### config.mk
export PLATFORM = sky130hd
export DESIGN_NAME = core_id_ex_stage
export DESIGN_NICKNAME = d
export VERILOG_FILES = /design/src/rtl/core_id_ex_stage.sv
export SDC_FILE = /design/constraint.sdc
export NUM_CORES = 1
export LEC_CHECK = 0
export CAP_MARGIN = 20
export CORE_MARGIN = 2
export CORE_UTILIZATION = 45
export DETAILED_ROUTE_END_ITERATION = 16
export GPL_TIMING_DRIVEN = 1
export PLACE_DENSITY = 0.84
export SETUP_SLACK_MARGIN = 0.2
export SYNTH_ARGS = -nofsm -noshare
export SYNTH_HDL_FRONTEND = slang
export SYNTH_SLANG_ARGS = --single-unit
### constraint.sdc
create_clock -name clk -period 6.4 [get_ports clk]
set_clock_uncertainty 0.2 [all_clocks]
set_input_delay 1.28 -clock clk [delete_from_list [all_inputs] [get_ports clk]]
set_output_delay 1.28 -clock clk [all_outputs]
set_load 0.01 [all_outputs]
### src/rtl/core_id_ex_stage.sv
// ID/EX pipeline register: captures the decoded instruction, forwards MEM/WB
// results into the ALU operands and flags load-use hazards to the front end.
module core_id_ex_stage #(
    parameter bit FWD_EN = 1'b1
) (
    input  logic        clk,
    input  logic        rst,
    input  logic        i_id_valid,
    input  logic [6:0]  i_id_opcode,
    input  logic [6:0]  i_id_funct7,
    input  logic [2:0]  i_id_funct3,
    input  logic [4:0]  i_id_rs1,
    input  logic [4:0]  i_id_rs2,
    input  logic [4:0]  i_id_rd,
    input  logic        i_id_rd_we,
    input  logic        i_id_is_load,
    input  logic [31:0] i_id_rs1_val,
    input  logic [31:0] i_id_rs2_val,
    input  logic [31:0] i_id_immu,
    input  logic [31:0] i_id_pc,
    input  logic        i_stall,
    input  logic        i_flush,
    input  logic [4:0]  i_mem_rd,
    input  logic        i_mem_rd_we,
    input  logic [31:0] i_mem_res,
    input  logic [4:0]  i_wb_rd,
    input  logic        i_wb_rd_we,
    input  logic [31:0] i_wb_data,
    output logic        o_valid,
    output logic [6:0]  o_opcode,
    output logic [6:0]  o_funct7,
    output logic [2:0]  o_funct3,
    output logic [31:0] o_num1u,
    output logic [31:0] o_num2u,
    output logic [31:0] o_immu,
    output logic [31:0] o_pc_immu,
    output logic [4:0]  o_rd,
    output logic        o_rd_we,
    output logic        o_is_load,
    output logic        o_load_use_stall
);
    typedef struct packed {
        logic        valid;
        logic [6:0]  opcode;
        logic [6:0]  funct7;
        logic [2:0]  funct3;
        logic [4:0]  rs1;
        logic [4:0]  rs2;
        logic [4:0]  rd;
        logic        rd_we;
        logic        is_load;
        logic [31:0] op1;
        logic [31:0] op2;
        logic [31:0] immu;
        logic [31:0] pc_immu;
    } ex_t;

    ex_t ex_q, ex_d;

    logic wb_hit_id1, wb_hit_id2, wb_hit_q1, wb_hit_q2, mem_hit1, mem_hit2;

    // x0 is never a forwarding target.
    function automatic logic hit(input logic we, input logic [4:0] rd, input logic [4:0] rs);
        return we && (rd == rs) && (rs != 5'd0);
    endfunction

    assign wb_hit_id1 = FWD_EN && hit(i_wb_rd_we, i_wb_rd, i_id_rs1);
    assign wb_hit_id2 = FWD_EN && hit(i_wb_rd_we, i_wb_rd, i_id_rs2);
    assign wb_hit_q1  = FWD_EN && hit(i_wb_rd_we, i_wb_rd, ex_q.rs1);
    assign wb_hit_q2  = FWD_EN && hit(i_wb_rd_we, i_wb_rd, ex_q.rs2);
    assign mem_hit1   = FWD_EN && hit(i_mem_rd_we, i_mem_rd, ex_q.rs1);
    assign mem_hit2   = FWD_EN && hit(i_mem_rd_we, i_mem_rd, ex_q.rs2);

    // Conservative: rs2 is compared even for instructions that ignore it.
    assign o_load_use_stall = ex_q.valid & ex_q.is_load & ex_q.rd_we & (ex_q.rd != 5'd0)
                            & i_id_valid & ((ex_q.rd == i_id_rs1) | (ex_q.rd == i_id_rs2));

    always_comb begin
        ex_d = ex_q;
        if (i_flush) begin
            ex_d = '0;
        end else if (i_stall) begin
            // Keep a value that retires from WB while we are held.
            if (wb_hit_q1) ex_d.op1 = i_wb_data;
            if (wb_hit_q2) ex_d.op2 = i_wb_data;
        end else if (o_load_use_stall || !i_id_valid) begin
            ex_d = '0;
        end else begin
            ex_d.valid   = 1'b1;
            ex_d.opcode  = i_id_opcode;
            ex_d.funct7  = i_id_funct7;
            ex_d.funct3  = i_id_funct3;
            ex_d.rs1     = i_id_rs1;
            ex_d.rs2     = i_id_rs2;
            ex_d.rd      = i_id_rd;
            ex_d.rd_we   = i_id_rd_we;
            ex_d.is_load = i_id_is_load;
            ex_d.op1     = wb_hit_id1 ? i_wb_data : i_id_rs1_val;
            ex_d.op2     = wb_hit_id2 ? i_wb_data : i_id_rs2_val;
            ex_d.immu    = i_id_immu;
            ex_d.pc_immu = i_id_pc + i_id_immu;
        end
    end

    always_ff @(posedge clk or posedge rst) begin
        if (rst) ex_q <= '0;
        else     ex_q <= ex_d;
    end

    assign o_num1u   = mem_hit1 ? i_mem_res : (wb_hit_q1 ? i_wb_data : ex_q.op1);
    assign o_num2u   = mem_hit2 ? i_mem_res : (wb_hit_q2 ? i_wb_data : ex_q.op2);
    assign o_valid   = ex_q.valid;
    assign o_opcode  = ex_q.opcode;
    assign o_funct7  = ex_q.funct7;
    assign o_funct3  = ex_q.funct3;
    assign o_immu    = ex_q.immu;
    assign o_pc_immu = ex_q.pc_immu;
    assign o_rd      = ex_q.rd;
    assign o_rd_we   = ex_q.rd_we;
    assign o_is_load = ex_q.is_load;
endmodule

==> run summary <==
Tot GR Track Use -> 27.3%
unrepaired setup endpoints after global routing -> false
global route total overflow -> 0
Critical Path Start -> i_mem_rd[0]
WS Path Type -> in2out
fin crit share -> 87.7%
Crit path required time -> 4.92 ns
hold_ws -> 0.277 ns
routed wire length -> 33700 µm
# diodes -> 0
Skew-Pair Late Insertion Delay -> 0.42 ns
DP Area -> 13800 µm²
Clock transition at path regs -> 0.06 ns
end of the critical path -> o_num2u[5]
WL met2 -> 16500 µm
FF+latch count, synth -> 163
H-tree Lvls -> 4
HPWL after DPL -> 25000 µm
fin crit period -> 5.61 ns
sequential cell area fraction in the yosys report -> 39.9%
cts hold-fix bufs -> 0
DP Worst Slack -> 0.793 ns
Die Y-Extent -> 155 µm
clk buf depth -> 2
EDFF count, synth -> 0
DRC viols -> 0
uppermost routed layer -> met4
final setup vio count -> 0
chip width -> 155 µm
# rows -> 55
Power Dens Cells -> 192 nW/µm²
Setup TNS -> 0 ns
Final Max Tran Viols -> 0
setup bufs post-CTS -> 0
R2R cell count -> 7
num ports -> 397
R2R Setup Slk -> 2.95 ns
Final WS setup -> 0.788 ns
max-cap viol count -> 0
Placeable Area -> 22500 µm²
Rel. slew slack -> 31.4%
pin count of the biggest net entering global routing -> 100
fin cells -> 1613
YS warnings -> 0
initial DRC count -> 587
clock sinks -> 163
Critical Path Sink Type -> primary output
Final Hold Viols -> 0
Worst R2R End -> ex_q[87]
asr flop ratio synth -> 100%
Lkg Pwr -> 6.34 nW
worst hold path class -> reg2reg
critical path launch point type -> primary input
Layout Utilization -> 63.8%
post-CTS sizing -> 0
drt wl/cell -> 20.9 µm
Root Driver -> clkbuf_16
buffers added on ports -> 396
met1 wire length -> 12900 µm
RR Startpoint -> o_rd[2]
outcome -> finished, final reports clean
Synth Cell Area -> 10200 µm²
Achievable Freq -> 0.178 GHz
Inst Count DP -> 1580
via/cell ratio -> 5.68
Post-Syn Instances -> 1044
die area -> 24000 µm²
Initial Util -> 45.5%
Layout area overhead -> 40.3%
Final Net Count -> 1590
TritonRoute pass-1 iters -> 5
metal3 WL -> 2850 µm
Critical Path Fanout Max -> 51
Max VDD drop -> 149 µV
arrival time at the worst endpoint -> 4.13 ns
Syn Nets -> 1319
Inserted Clock Buffers -> 17
Syn Area/Cell -> 9.80 µm²
antenna violations before repair -> 0
first-pass GRT wire length -> 51000 µm
Main synth FF type -> dfrtp_1
CTS tree -> built
count of different cell masters after synthesis -> 51
share of cells above drive strength 1 -> 4.89%
fin area -> 14400 µm²
Pwr Total -> 2.75 mW
number of global-route vias before repair -> 9232
routed vias -> 9157
final weighted congestion in routability-driven placement -> 0.902
post-route ant nets -> 0
worst slew pin tran -> 1.03 ns
==> metal layers <==
layer	global-route usage (%)	up-vias
met5	0	-
met4	13.0	0
met3	8.60	75
met2	46.4	399
met1	31.4	4424
li1	-	4259
==> registers in the layout, indices dropped and copies added (netlist names) <==
name	count
o_funct3	3
o_is_load	1
o_rd_we	1
o_pc_immu	32
o_immu	32
o_rd	5
ex_q	74
o_valid	1
o_funct7	7
o_opcode	7
==> how the worst min path moves through the flow <==
| stage | start | end | slack (ns) | cells past startpoint |
|---|---|---|---|---|
| 3_5_place_dp | o_pc_immu[27] | o_pc_immu[27] | 0.27 | 2 |
| 4_1_cts | o_pc_immu[3] | o_pc_immu[3] | 0.28 | 2 |
| 3_3_place_gp | o_pc_immu[14] | o_pc_immu[14] | 0.26 | 2 |
| 5_1_grt | o_immu[1] | o_immu[1] | 0.32 | 2 |
| 2_1_floorplan | o_immu[1] | o_immu[1] | 0.25 | 2 |
| 6_report | o_pc_immu[3] | o_pc_immu[3] | 0.28 | 2 |
==> logic make-up after synthesis <==
| group | count (synthesis) | synth area share, % |
|---|---|---|
| multiplexers | 128 | 12.5 |
| AND/OR/NAND/NOR | 167 | 7.33 |
| adder cells (fa/ha/maj) | 32 | 3.99 |
| buffers and inverters | 168 | 9.63 |
| flip-flops | 163 | 39.9 |
| XOR/XNOR | 68 | 5.82 |
| AO/OA/AOI/OAI | 318 | 20.9 |
==> synth_stat cells (6+ instances only) <==
master,n,area (µm²)
a21o_1,11,82.6
a21oi_1,91,455
a22o_1,68,596
buf_1,9,33.8
buf_2,23,115
buf_4,87,653
clkbuf_1,37,139
dfrtp_1,163,4080
ha_1,31,388
inv_1,12,45.0
mux2i_1,128,1280
nand2_1,50,188
nand3_1,6,30.0
nand4_1,10,62.6
nor2_1,73,274
nor3_1,7,35.0
o21ai_0,32,160
o21ai_1,12,60.1
o22ai_1,66,413
xnor2_1,34,298
xor2_1,34,298
==> critical path, cell delays in order <==
cell and delay (ns):
clkdlybuf4s50_1 0.52, xnor2_1 0.14, nand4_1 0.10, or4_2 1.01, buf_4 0.36, a21oi_1 0.13, clkdlybuf4s50_1 0.56
==> final cells by class <==
type                       count  area [µm²]
clock buffer                  19         443
timing repair buffer         408        4090
clock inverter                13         124
tap                          285         357
inverter                      12        50.0
fill                        1795        8150
sequential                   163        4080
multi-input combinational    713        5210
==> placed cells by master (no fill, tap or decap), types with 12 or more instances in the layout <==
cell type        instances
ha_1                    31
a21oi_1                 91
mux2i_1                128
clkbuf_16               17
xor2_1                  34
dfrtp_1                163
o22ai_1                 66
clkdlybuf4s50_1        396
o21ai_0                 32
o21ai_1                 12
nand2_1                 50
nor2_1                  73
a22o_1                  68
xnor2_1                 34
==> report_power, final <==
part           switching [mW]  internal [mW]  leakage (nW)
Combinational           0.308          0.347          3.84
Sequential             0.0263           1.07          2.22
Clock                   0.447          0.552         0.271
Total                   0.781           1.97          6.34
No activity file was read; power rests on OpenSTA's default activity.
